--- src/rtl/panel_pkg.sv ---
`default_nettype none
// ============================================================================
//  Module      : panel_pkg
//  Description : Shared definitions for the HUB75 panel scanner: FSM state
//                encoding, HUB75 timing constants and plane-bit helper.
//  Revision    : 1.0 - initial release
// ============================================================================
package panel_pkg;

    // Scan FSM state encoding
    typedef enum logic [3:0] {
        REQ_TOP  = 4'd0,
        WAIT_TOP = 4'd1,
        REQ_BOT  = 4'd2,
        WAIT_BOT = 4'd3,
        SHIFT_HI = 4'd4,
        SHIFT_LO = 4'd5,
        BLANK    = 4'd6,
        LATCH    = 4'd7,
        SHOW     = 4'd8,
        TICK     = 4'd9
    } panel_state_e;

    // HUB75 control pulse widths in clk cycles
    localparam int unsigned C_LATCH_WIDTH = 1;
    localparam int unsigned C_BLANK_WIDTH = 1;

    // Width of one colour channel returned by the pixel source
    localparam int unsigned C_CHAN_BITS = 8;

    // Channel bit shown during plane p when 'planes' bit-planes are in use:
    // the most significant 'planes' bits of the channel, LSB-plane first.
    function automatic logic [2:0] plane_bit(input int unsigned planes,
                                             input logic [2:0]  p);
        return 3'(C_CHAN_BITS - planes + 32'(p));
    endfunction

endpackage
`default_nettype wire

--- src/rtl/panel_bcm_timer.sv ---
`default_nettype none
// ============================================================================
//  Module      : panel_bcm_timer
//  Description : On-time timer for one bit-plane. Loads BASE<<plane, counts
//                down while enabled and pulses done on the final on-cycle.
//  Revision    : 1.0 - initial release
// ============================================================================
module panel_bcm_timer #(
    parameter int BASE  = 8,
    parameter int CNT_W = 7
) (
    input  logic       clk,
    input  logic       rst,
    input  logic       load,
    input  logic       en,
    input  logic [2:0] plane,
    output logic       done
);

    logic [CNT_W-1:0] r_count;

    // Down-counter: load the plane weight, then consume one count per on-cycle
    always_ff @(posedge clk) begin
        if (rst) begin
            r_count <= '0;
        end else if (load) begin
            r_count <= CNT_W'(BASE) << plane;
        end else if (en && (r_count != '0)) begin
            r_count <= r_count - CNT_W'(1);
        end
    end

    // The cycle holding count 1 is the last on-cycle of the plane
    assign done = en && (r_count == CNT_W'(1));

endmodule
`default_nettype wire

--- src/rtl/panel_scan.sv ---
`default_nettype none
// ============================================================================
//  Module      : panel_scan
//  Description : HUB75 LED panel scanner. Requests top and bottom pixels from
//                a pixel source, shifts one row into the panel, latches it and
//                shows it for a binary-weighted on-time per bit-plane.
//  Config      : PANEL_SCAN_BCM_EN - when defined, binary-coded modulation
//                over PWM_BITS planes; otherwise one plane (bit 7) per row.
//  Revision    : 1.0 - initial release
// ============================================================================
module panel_scan
    import panel_pkg::*;
#(
    parameter int WIDTH        = 32,
    parameter int HEIGHT       = 16,
    parameter int PWM_BITS     = 4,
    parameter int DISPLAY_BASE = 8
) (
    input  logic                          clk,
    input  logic                          rst,
    output logic                          valid,
    output logic                          tick,
    output logic [9:0]                    x,
    output logic [9:0]                    y,
    input  logic                          ready,
    input  logic                          validOut,
    input  logic [7:0]                    red,
    input  logic [7:0]                    green,
    input  logic [7:0]                    blue,
    output logic                          ack,
    output logic                          r0,
    output logic                          g0,
    output logic                          b0,
    output logic                          r1,
    output logic                          g1,
    output logic                          b1,
    output logic                          sclk,
    output logic                          lat,
    output logic                          oe,
    output logic [$clog2(HEIGHT/2)-1:0]   addr
);

`ifdef PANEL_SCAN_BCM_EN
    localparam bit BCM_EN = 1'b1;
`else
    localparam bit BCM_EN = 1'b0;
`endif

    localparam int PLANES = BCM_EN ? PWM_BITS : 1;
    localparam int ROWS   = HEIGHT / 2;
    localparam int COL_W  = (WIDTH > 1) ? $clog2(WIDTH) : 1;
    localparam int ROW_W  = $clog2(ROWS);
    localparam int CNT_W  = $clog2((DISPLAY_BASE << (PLANES - 1)) + 1);

    panel_state_e     r_state;
    panel_state_e     w_state_next;
    logic [COL_W-1:0] r_col;
    logic [ROW_W-1:0] r_row;
    logic [2:0]       r_plane;
    logic [1:0]       r_hold;
    logic             w_hold_done;
    logic             w_show_done;
    logic             w_last_col;
    logic             w_last_row;
    logic             w_last_plane;
    logic [2:0]       w_bit;

    assign w_last_col   = (r_col == COL_W'(WIDTH - 1));
    assign w_last_row   = (r_row == ROW_W'(ROWS - 1));
    assign w_last_plane = (r_plane == 3'(PLANES - 1));
    assign w_bit        = plane_bit(PLANES, r_plane);

    panel_bcm_timer #(
        .BASE  (DISPLAY_BASE),
        .CNT_W (CNT_W)
    ) u_timer (
        .clk   (clk),
        .rst   (rst),
        .load  (r_state == LATCH),
        .en    (r_state == SHOW),
        .plane (r_plane),
        .done  (w_show_done)
    );

    // State register
    always_ff @(posedge clk) begin
        if (rst) begin
            r_state <= REQ_TOP;
        end else begin
            r_state <= w_state_next;
        end
    end

    // Next-state decode and per-state strobes
    always_comb begin
        w_state_next = r_state;
        valid        = 1'b0;
        tick         = 1'b0;
        ack          = 1'b0;
        sclk         = 1'b0;
        lat          = 1'b0;
        oe           = 1'b1;
        x            = 10'(r_col);
        y            = 10'(r_row);
        w_hold_done  = 1'b0;
        case (r_state)
            REQ_TOP: begin
                if (ready) begin
                    valid        = 1'b1;
                    w_state_next = WAIT_TOP;
                end
            end
            WAIT_TOP: begin
                if (validOut) begin
                    ack          = 1'b1;
                    w_state_next = REQ_BOT;
                end
            end
            REQ_BOT: begin
                y = 10'(r_row) + 10'(ROWS);
                if (ready) begin
                    valid        = 1'b1;
                    w_state_next = WAIT_BOT;
                end
            end
            WAIT_BOT: begin
                if (validOut) begin
                    ack          = 1'b1;
                    w_state_next = SHIFT_HI;
                end
            end
            SHIFT_HI: begin
                sclk         = 1'b1;
                w_state_next = SHIFT_LO;
            end
            SHIFT_LO: begin
                w_state_next = w_last_col ? BLANK : REQ_TOP;
            end
            BLANK: begin
                w_hold_done = (r_hold == 2'(C_BLANK_WIDTH - 1));
                if (w_hold_done) begin
                    w_state_next = LATCH;
                end
            end
            LATCH: begin
                lat         = 1'b1;
                w_hold_done = (r_hold == 2'(C_LATCH_WIDTH - 1));
                if (w_hold_done) begin
                    w_state_next = SHOW;
                end
            end
            SHOW: begin
                oe = 1'b0;
                if (w_show_done) begin
                    w_state_next = (w_last_plane && w_last_row) ? TICK : REQ_TOP;
                end
            end
            TICK: begin
                if (ready) begin
                    valid        = 1'b1;
                    tick         = 1'b1;
                    w_state_next = REQ_TOP;
                end
            end
            default: begin
                w_state_next = REQ_TOP;
            end
        endcase
    end

    // Scan position, pixel capture, row address and pulse-width hold counter
    always_ff @(posedge clk) begin
        if (rst) begin
            r_col   <= '0;
            r_row   <= '0;
            r_plane <= '0;
            r_hold  <= '0;
            addr    <= '0;
            r0      <= 1'b0;
            g0      <= 1'b0;
            b0      <= 1'b0;
            r1      <= 1'b0;
            g1      <= 1'b0;
            b1      <= 1'b0;
        end else begin
            if (((r_state == BLANK) || (r_state == LATCH)) && !w_hold_done) begin
                r_hold <= r_hold + 2'd1;
            end else begin
                r_hold <= '0;
            end

            if ((r_state == WAIT_TOP) && validOut) begin
                r0 <= red[w_bit];
                g0 <= green[w_bit];
                b0 <= blue[w_bit];
            end
            if ((r_state == WAIT_BOT) && validOut) begin
                r1 <= red[w_bit];
                g1 <= green[w_bit];
                b1 <= blue[w_bit];
            end

            if (r_state == SHIFT_LO) begin
                r_col <= w_last_col ? '0 : r_col + COL_W'(1);
            end

            if (r_state == BLANK) begin
                addr <= r_row;
            end

            // Same row is re-fetched for every plane; the row only moves on
            // once its last plane has been shown.
            if ((r_state == SHOW) && w_show_done) begin
                if (w_last_plane) begin
                    r_plane <= '0;
                    if (!w_last_row) begin
                        r_row <= r_row + ROW_W'(1);
                    end
                end else begin
                    r_plane <= r_plane + 3'd1;
                end
            end

            if ((r_state == TICK) && ready) begin
                r_row <= '0;
            end
        end
    end

endmodule
`default_nettype wire

--- config.mk ---
export PLATFORM = sky130hd
export DESIGN_NAME = panel_scan
export DESIGN_NICKNAME = d
export VERILOG_FILES = /design/src/rtl/panel_pkg.sv /design/src/rtl/panel_bcm_timer.sv /design/src/rtl/panel_scan.sv
export SDC_FILE = /design/constraint.sdc
export NUM_CORES = 1
export LEC_CHECK = 0
export BUFFER_PORTS_ARGS = -buffer_cell sky130_fd_sc_hd__buf_2
export CAP_MARGIN = 15
export CORE_ASPECT_RATIO = 1.4
export CORE_UTILIZATION = 50
export DETAILED_ROUTE_END_ITERATION = 16
export GPL_TIMING_DRIVEN = 0
export PLACE_DENSITY = 0.79
export SLEW_MARGIN = 20
export SYNTH_ARGS = -nofsm -noshare
export SYNTH_HDL_FRONTEND = slang
export SYNTH_SLANG_ARGS = --single-unit
--- constraint.sdc ---
create_clock -name clk -period 3.9 [get_ports clk]
set_clock_uncertainty 0.05 [all_clocks]
set_input_delay 0.585 -clock clk [delete_from_list [all_inputs] [get_ports clk]]
set_output_delay 0.585 -clock clk [all_outputs]
set_load 0.02 [all_outputs]
==> results.md, run 1 <==
- Highest clock frequency the design can meet: 419 MHz
- Post-CTS Setup Repair Bufs: 0
- Reg2Reg Capture Point: g0$_SDFFE_PP0P_
- Critical Path End Type: output pin
- Largest net degree at the start of global routing: 11
- Die area: 3990 µm²
- Least-Margin Pin Slew: 0.559 ns
- Post-synthesis sequential area ratio: 32.2%
- Slew Viols, Final: 0
- Final Hold Fails: 0
- Worst Hold Class: flop to flop
- Synth-to-Final Area Change: 22.2%
- Synthesis-stage register bit count: 30
- Initial antenna violation count: 0
- Remaining DRCs: 0
- DP HPWL: 3150 µm
- Resize count post-CTS: 0
- # diodes: 0
- Die W: 53.7 µm
- Final net count: 306
- Clock sinks: 30
- Crit Path Class: flop to output pin
- Top area cells in the synthesized netlist: dfxtp_1, mux2i_1, mux4_2, ha_1, nor2_1
- First-pass GRT wire length: 6620 µm
- Max H-tree Level: 2
- Power Density: 392 nW/µm²
- Worst skew pair latency: 0.28 ns
- Ratio of cells with drive above 1 in the final layout: 32.8%
- Dominant cell type by area after synthesis: dfxtp_1
- Port bufs: 50
- RSZ-0062 raised after global routing: false
- Initial DRC Count: 33
- Synth warn: 0
- Tot GR Track Use: 23.0%
- Number of global-route vias before repair: 1,504
- Tmin final: 2.39 ns
- Placed cell area: 2210 µm²
- Number of flops mapped to enable cells by yosys: 0
- Post-DRT Antenna Nets: 0
- Starting density of the core: 53.8%
- CP max FO: 10
- Status: finished, final reports clean
- Height of the die: 74.3 µm
- Hold path start: r_hold[0]$_SDFF_PP0_
- Final Cycle Share: 61.2%
- CTS tree: built
- CTS Buf Count: 5
- Leakage: 0.00107 µW
- Number of top-level pins: 63
- Clock-pin transition on the worst setup and hold timing paths: 0.06 ns
- Row count: 25
- Hold_buf cts: 0
- Core Area: 3470 µm²
- Pre-CTS setup slack: 1.56 ns
- Critical path required time: 3.26 ns
- Total negative slack: 0 ns
- DR vias: 1,619
- Post-route setup slack: 1.51 ns
- Synth unique cells: 49
- CTS Buffer Depth: 2
- Most frequent cells in the layout: buf_2, dfxtp_1, nor2_1
- Syn Inst Count: 201
- WP data arrival: 1.75 ns
- Main flop type after synthesis: dfxtp_1
- Peak VDD IR: 0.316 mV
- WHS Endpoint: r_hold[0]$_SDFF_PP0_
- Cell Area, Synth: 1870 µm²
- 1st-pass router iterations: 4
- Total chip power: 895 µW
- Asr flop ratio synth: 0%
- Worst R2R Setup Slack: 1.59 ns
- Drt total wl: 4030 µm
- Routed vias/inst: 5.26
- Cell depth of the worst flop-to-flop path: 8
- Slew HR: 62.7%
- GR Overflow Total: 0
- CP startpoint kind: flop
- GP Congestion: 0.850
- Synth Area per Inst: 9.29 µm²
- Commonest non-fill, non-tap cell in the layout: buf_2
- Final std cell area, no fill: 2280 µm²
- Post-synth top area share: 32.2%
- Root Buffer: clkbuf_8
- Hold path depth: 1
- Reg2reg start: r_plane[0]$_SDFFE_PP0P_
- Routed WL per cell: 13.1 µm
- Max Cap Viol: 0
- Final setup fails: 0
final cells by class:
type                            count  area [µm²]
Buffer                             22         130
Clock buffer                        7        76.3
Fill cell                         291        1190
Inverter                           10        37.5
Multi-Input combinational cell    149        1140
Sequential cell                    30         601
Tap cell                           40        50.0
Timing Repair Buffer               50         250
per-stage QoR:
| step | utilization, % | cells | hold WS [ns] |
|---|---|---|---|
| 2_1_floorplan | - | 211 | 0.351 |
| 3_3_place_gp | 63.5 | 301 | 0.361 |
| 3_5_place_dp | 63.5 | 301 | 0.367 |
| 4_1_cts | 65.7 | 308 | 0.376 |
| 5_1_grt | 65.7 | 308 | 0.390 |
| 6_report | 65.7 | 308 | 0.372 |
how the worst max path moves through the flow:
stage                       to  depth (start not counted)                    start
2_1_floorplan  b0$_SDFFE_PP0P_                          8  r_plane[0]$_SDFFE_PP0P_
3_3_place_gp   g1$_SDFFE_PP0P_                          8  r_plane[0]$_SDFFE_PP0P_
3_5_place_dp   g0$_SDFFE_PP0P_                          8  r_plane[0]$_SDFFE_PP0P_
4_1_cts                   tick                          4  r_state[0]$_SDFFE_PP0P_
5_1_grt        g1$_SDFFE_PP0P_                          8  r_plane[0]$_SDFFE_PP0P_
6_report                  tick                          4  r_state[0]$_SDFFE_PP0P_
synthesized netlist by cell type, types with 2 or more instances:
cell,count
dfxtp_1,30
inv_1,9
nor3_1,7
and3b_1,2
o21ai_1,2
nor2b_1,3
ha_1,10
mux2i_1,14
a21oi_1,9
a211oi_1,4
and3_1,2
nor3b_2,2
nand2b_1,3
clkbuf_1,4
mux4_2,6
o21ai_0,2
nand3_1,4
nand3b_1,3
nand4b_1,2
nor2_1,28
xor2_1,2
nand2_1,4
buf_2,5
xnor2_1,2
buf_4,11
mux2_2,3
a31oi_1,2
nor3b_1,4
buf_1,2
cell families (layout without fill, tap and decap cells):
family / count (synthesis) / in the layout / synth area share [%]
AO/OA/AOI/OAI: 25 / 25 / 8.64
XOR/XNOR: 4 / 4 / 1.88
adder cells (fa/ha/maj): 10 / 10 / 6.70
buffers and inverters: 32 / 89 / 8.97
flip-flops: 30 / 30 / 32.2
multiplexers: 23 / 23 / 16.5
other: 1 / 11 / 0.201
AND/OR/NAND/NOR: 76 / 76 / 24.9
state kept, by name, summed over array words and instances, names as in the netlist:
| name | count |
|---|---|
| r1 | 1 |
| r_state | 4 |
| u_timer.r_count | 4 |
| r_col | 5 |
| r_plane | 3 |
| addr | 3 |
| g0 | 1 |
| r_row | 3 |
| b1 | 1 |
| r0 | 1 |
| r_hold | 2 |
| b0 | 1 |
| g1 | 1 |
report_power, final:
group          internal, µW  switching (µW)
Clock                   123             110
Combinational           126             181
Sequential              328            28.0
worst max-delay path: stages (launching register included):
cell and delay (ns):
dfxtp_1 0.47, buf_2 0.26, nor2b_1 0.22, and4b_1 0.31, buf_2 0.20
layer usage:
metal  track usage, %  vias up  share of wire, %
met1             26.7      750                42
met5                0        -                 0
li1                 -      822                 -
met3             6.34        9               4.4
met2             37.2       38                51
met4             12.9        0               2.5
Power figures use the tool's default switching activity.
==> run 2: changes to the inputs <==
CORE_UTILIZATION = 45   (was 50)
PLACE_DENSITY = 0.75   (was 0.79)
clock period = 2 ns   (was 3.9 ns; I/O delays follow)
==> results.md, run 2 (synthesis gave the netlist of run 1 again) <==
- Final std cell area, no fill: 2340 µm² (+2.4%)
- Hold Slack: 0.394 ns (+0.0218 ns)
- Crit Path Class: flop to output pin
- RSZ-0062 raised after global routing: false
- Biggest register: r_col
- Final setup fails: 0 (unchanged)
- Final Cycle Share: 94.9%
- # diodes: 0 (unchanged)
- Wire length on met2: 2130 µm (+3.3%)
- Synth-to-Final Area Change: 25.1%
- Wl on met1: 1700 µm (+1.2%)
- Final Hold Fails: 0 (unchanged)
- Slew HR: 65.9% (+3.1 points)
- Slew Viols, Final: 0 (unchanged)
- Highest clock frequency the design can meet: 527 MHz
- Ratio of cells with drive above 1 in the final layout: 35.6% (+2.7 points)
- Tmin final: 1.90 ns
- Leakage: 0.00108 µW (+1.8%)
- Number of global-route vias before repair: 1,531 (+1.8%)
- First-pass GRT wire length: 6840 µm (+3.2%)
- Row count: 27 (+8.0%)
- Max FFs per register: 5 (unchanged)
- CP peak stage delay: 0.39 ns (-0.08 ns)
- Total negative slack: 0 ns (unchanged)
- GR Overflow Total: 0 (unchanged)
- Number of top-level pins: 63 (unchanged)
- Power Density: 784 nW/µm² (+100%)
- CTS tree: built
- Root Buffer: clkbuf_8
- Port bufs: 50 (unchanged)
- Die area: 4420 µm² (+11%)
- Height of the die: 78.2 µm (+5.3%)
- Critical path required time: 1.65 ns (-1.61 ns)
- 1st-pass router iterations: 4 (unchanged)
- Critical-path top delay cell: dfxtp_4
- Max Cap Viol: 0 (unchanged)
- Commonest non-fill, non-tap cell in the layout: buf_2
- Critical path, cell by cell: buf_4 > nor2b_2 > and4b_2 > buf_2
- Buf/Inv on CP: 2 (unchanged)
- Clock-pin transition on the worst setup and hold timing paths: 0.06 ns (about the same)
- DP HPWL: 3140 µm (-0.19%)
- Starting density of the core: 47.3% (-6.5 points)
- Worst path top cell family by delay: simple AND/OR/NAND/NOR gates
- Remaining DRCs: 0 (unchanged)
- Post-DRT Antenna Nets: 0 (unchanged)
- CP max FO: 10 (unchanged)
- Final net count: 307 (+0.33%)
- Tot GR Track Use: 19.8% (-3.2 points)
- Initial antenna violation count: 0 (unchanged)
- Worst skew pair latency: 0.29 ns (about the same)
- Clock sinks: 30 (unchanged)
- Max H-tree Level: 2 (unchanged)
- CTS Buffer Depth: 2 (unchanged)
- GP Congestion: 0.843 (-0.73%)
- Largest net degree at the start of global routing: 11 (unchanged)
- Initial DRC Count: 51 (+55%)
- Critical Path End Type: output pin
- Placed cell area: 2210 µm² (+0.23%)
- CTS Buf Count: 5 (unchanged)
- WP data arrival: 1.55 ns (-0.20 ns)
- Status: finished, final reports clean
- Top Layer Used: met4
- Routed WL per cell: 13.1 µm (-0.13%)
- Drt total wl: 4090 µm (+1.5%)
- DR WL met3: 166 µm (-6.7%)
- CP startpoint kind: flop
- Largest regs: r_col x5, r_state x4, u_timer.r_count x4
- Worst Hold Class: flop to flop
- Least-Margin Pin Slew: 0.512 ns (-0.0471 ns)
- Layout Utilization: 59.1% (-6.6 points)
- Routed vias/inst: 5.26 (about the same)
- Post-route setup slack: 0.102 ns (-1.41 ns)
- Pre-CTS setup slack: -0.165 ns (-1.73 ns)
- Die W: 56.5 µm (+5.2%)
- DR vias: 1,645 (+1.6%)
- Core Area: 3950 µm² (+14%)
- Peak VDD IR: 0.530 mV (+68%)
- Most frequent cells in the layout: buf_2, nor2_1, dfxtp_1
==> run 2: worst paths after layout <==
| kind | from | to | slack (ns) | cells past startpoint |
|---|---|---|---|---|
| max reg2reg | r_plane[0]$_SDFFE_PP0P_ | b1$_SDFFE_PP0P_ | 0.11 | 8 |
| max | r_state[0]$_SDFFE_PP0P_ | tick | 0.10 | 4 |
| min | r_hold[0]$_SDFF_PP0_ | r_hold[0]$_SDFF_PP0_ | 0.39 | 1 |
| min reg2reg | r_hold[0]$_SDFF_PP0_ | r_hold[0]$_SDFF_PP0_ | 0.39 | 1 |
==> run 2: worst reg2reg max path, cell delays in order (launching register included) <==
cell and delay (ns):
dfxtp_2 0.34, buf_6 0.09, inv_1 0.05, ha_1 0.29
buf_4 0.17, mux4_2 0.28, mux2_2 0.29, mux2i_1 0.13
nor2_1 0.07
==> run 2: area by class of cell <==
class                           count  area (µm²)
Fill cell                         368        1620
Buffer                             22         143
Clock buffer                        7        86.3
Timing Repair Buffer               51         258
Inverter                           10        37.5
Multi-Input combinational cell    149        1150
Clock inverter                      1        5.00
Sequential cell                    30         606
Tap cell                           43        53.8
==> run 2: metal layers <==
layer  vias up  track usage [%]
met2        46             34.0
li1        828                -
met1       765             22.6
met4         0             9.02
met5         -                0
met3         6             5.11
==> run 2: what timing repair did <==
action / CTS / global route
endpoints found under the setup margin: 7 / 3
buffers inserted: 1 / 0
resized for setup: 6 / 5
cloned: 0 / 0
hold buffers: 0 / 0
==> run 2: stage by stage <==
step | std cells | power (µW)
after global routing | 313 | 1930
after detailed placement | 304 | 1310
after floorplan | 211 | 1150
final | 313 | 1830
after global placement | 304 | 1300
after CTS | 313 | 1830
==> run 2: report_power, final <==
group          internal (µW)  switching, µW  leakage, µW
combinational            255            362     0.000793
sequential               645           54.2     0.000243
clock                    277            237    0.0000482
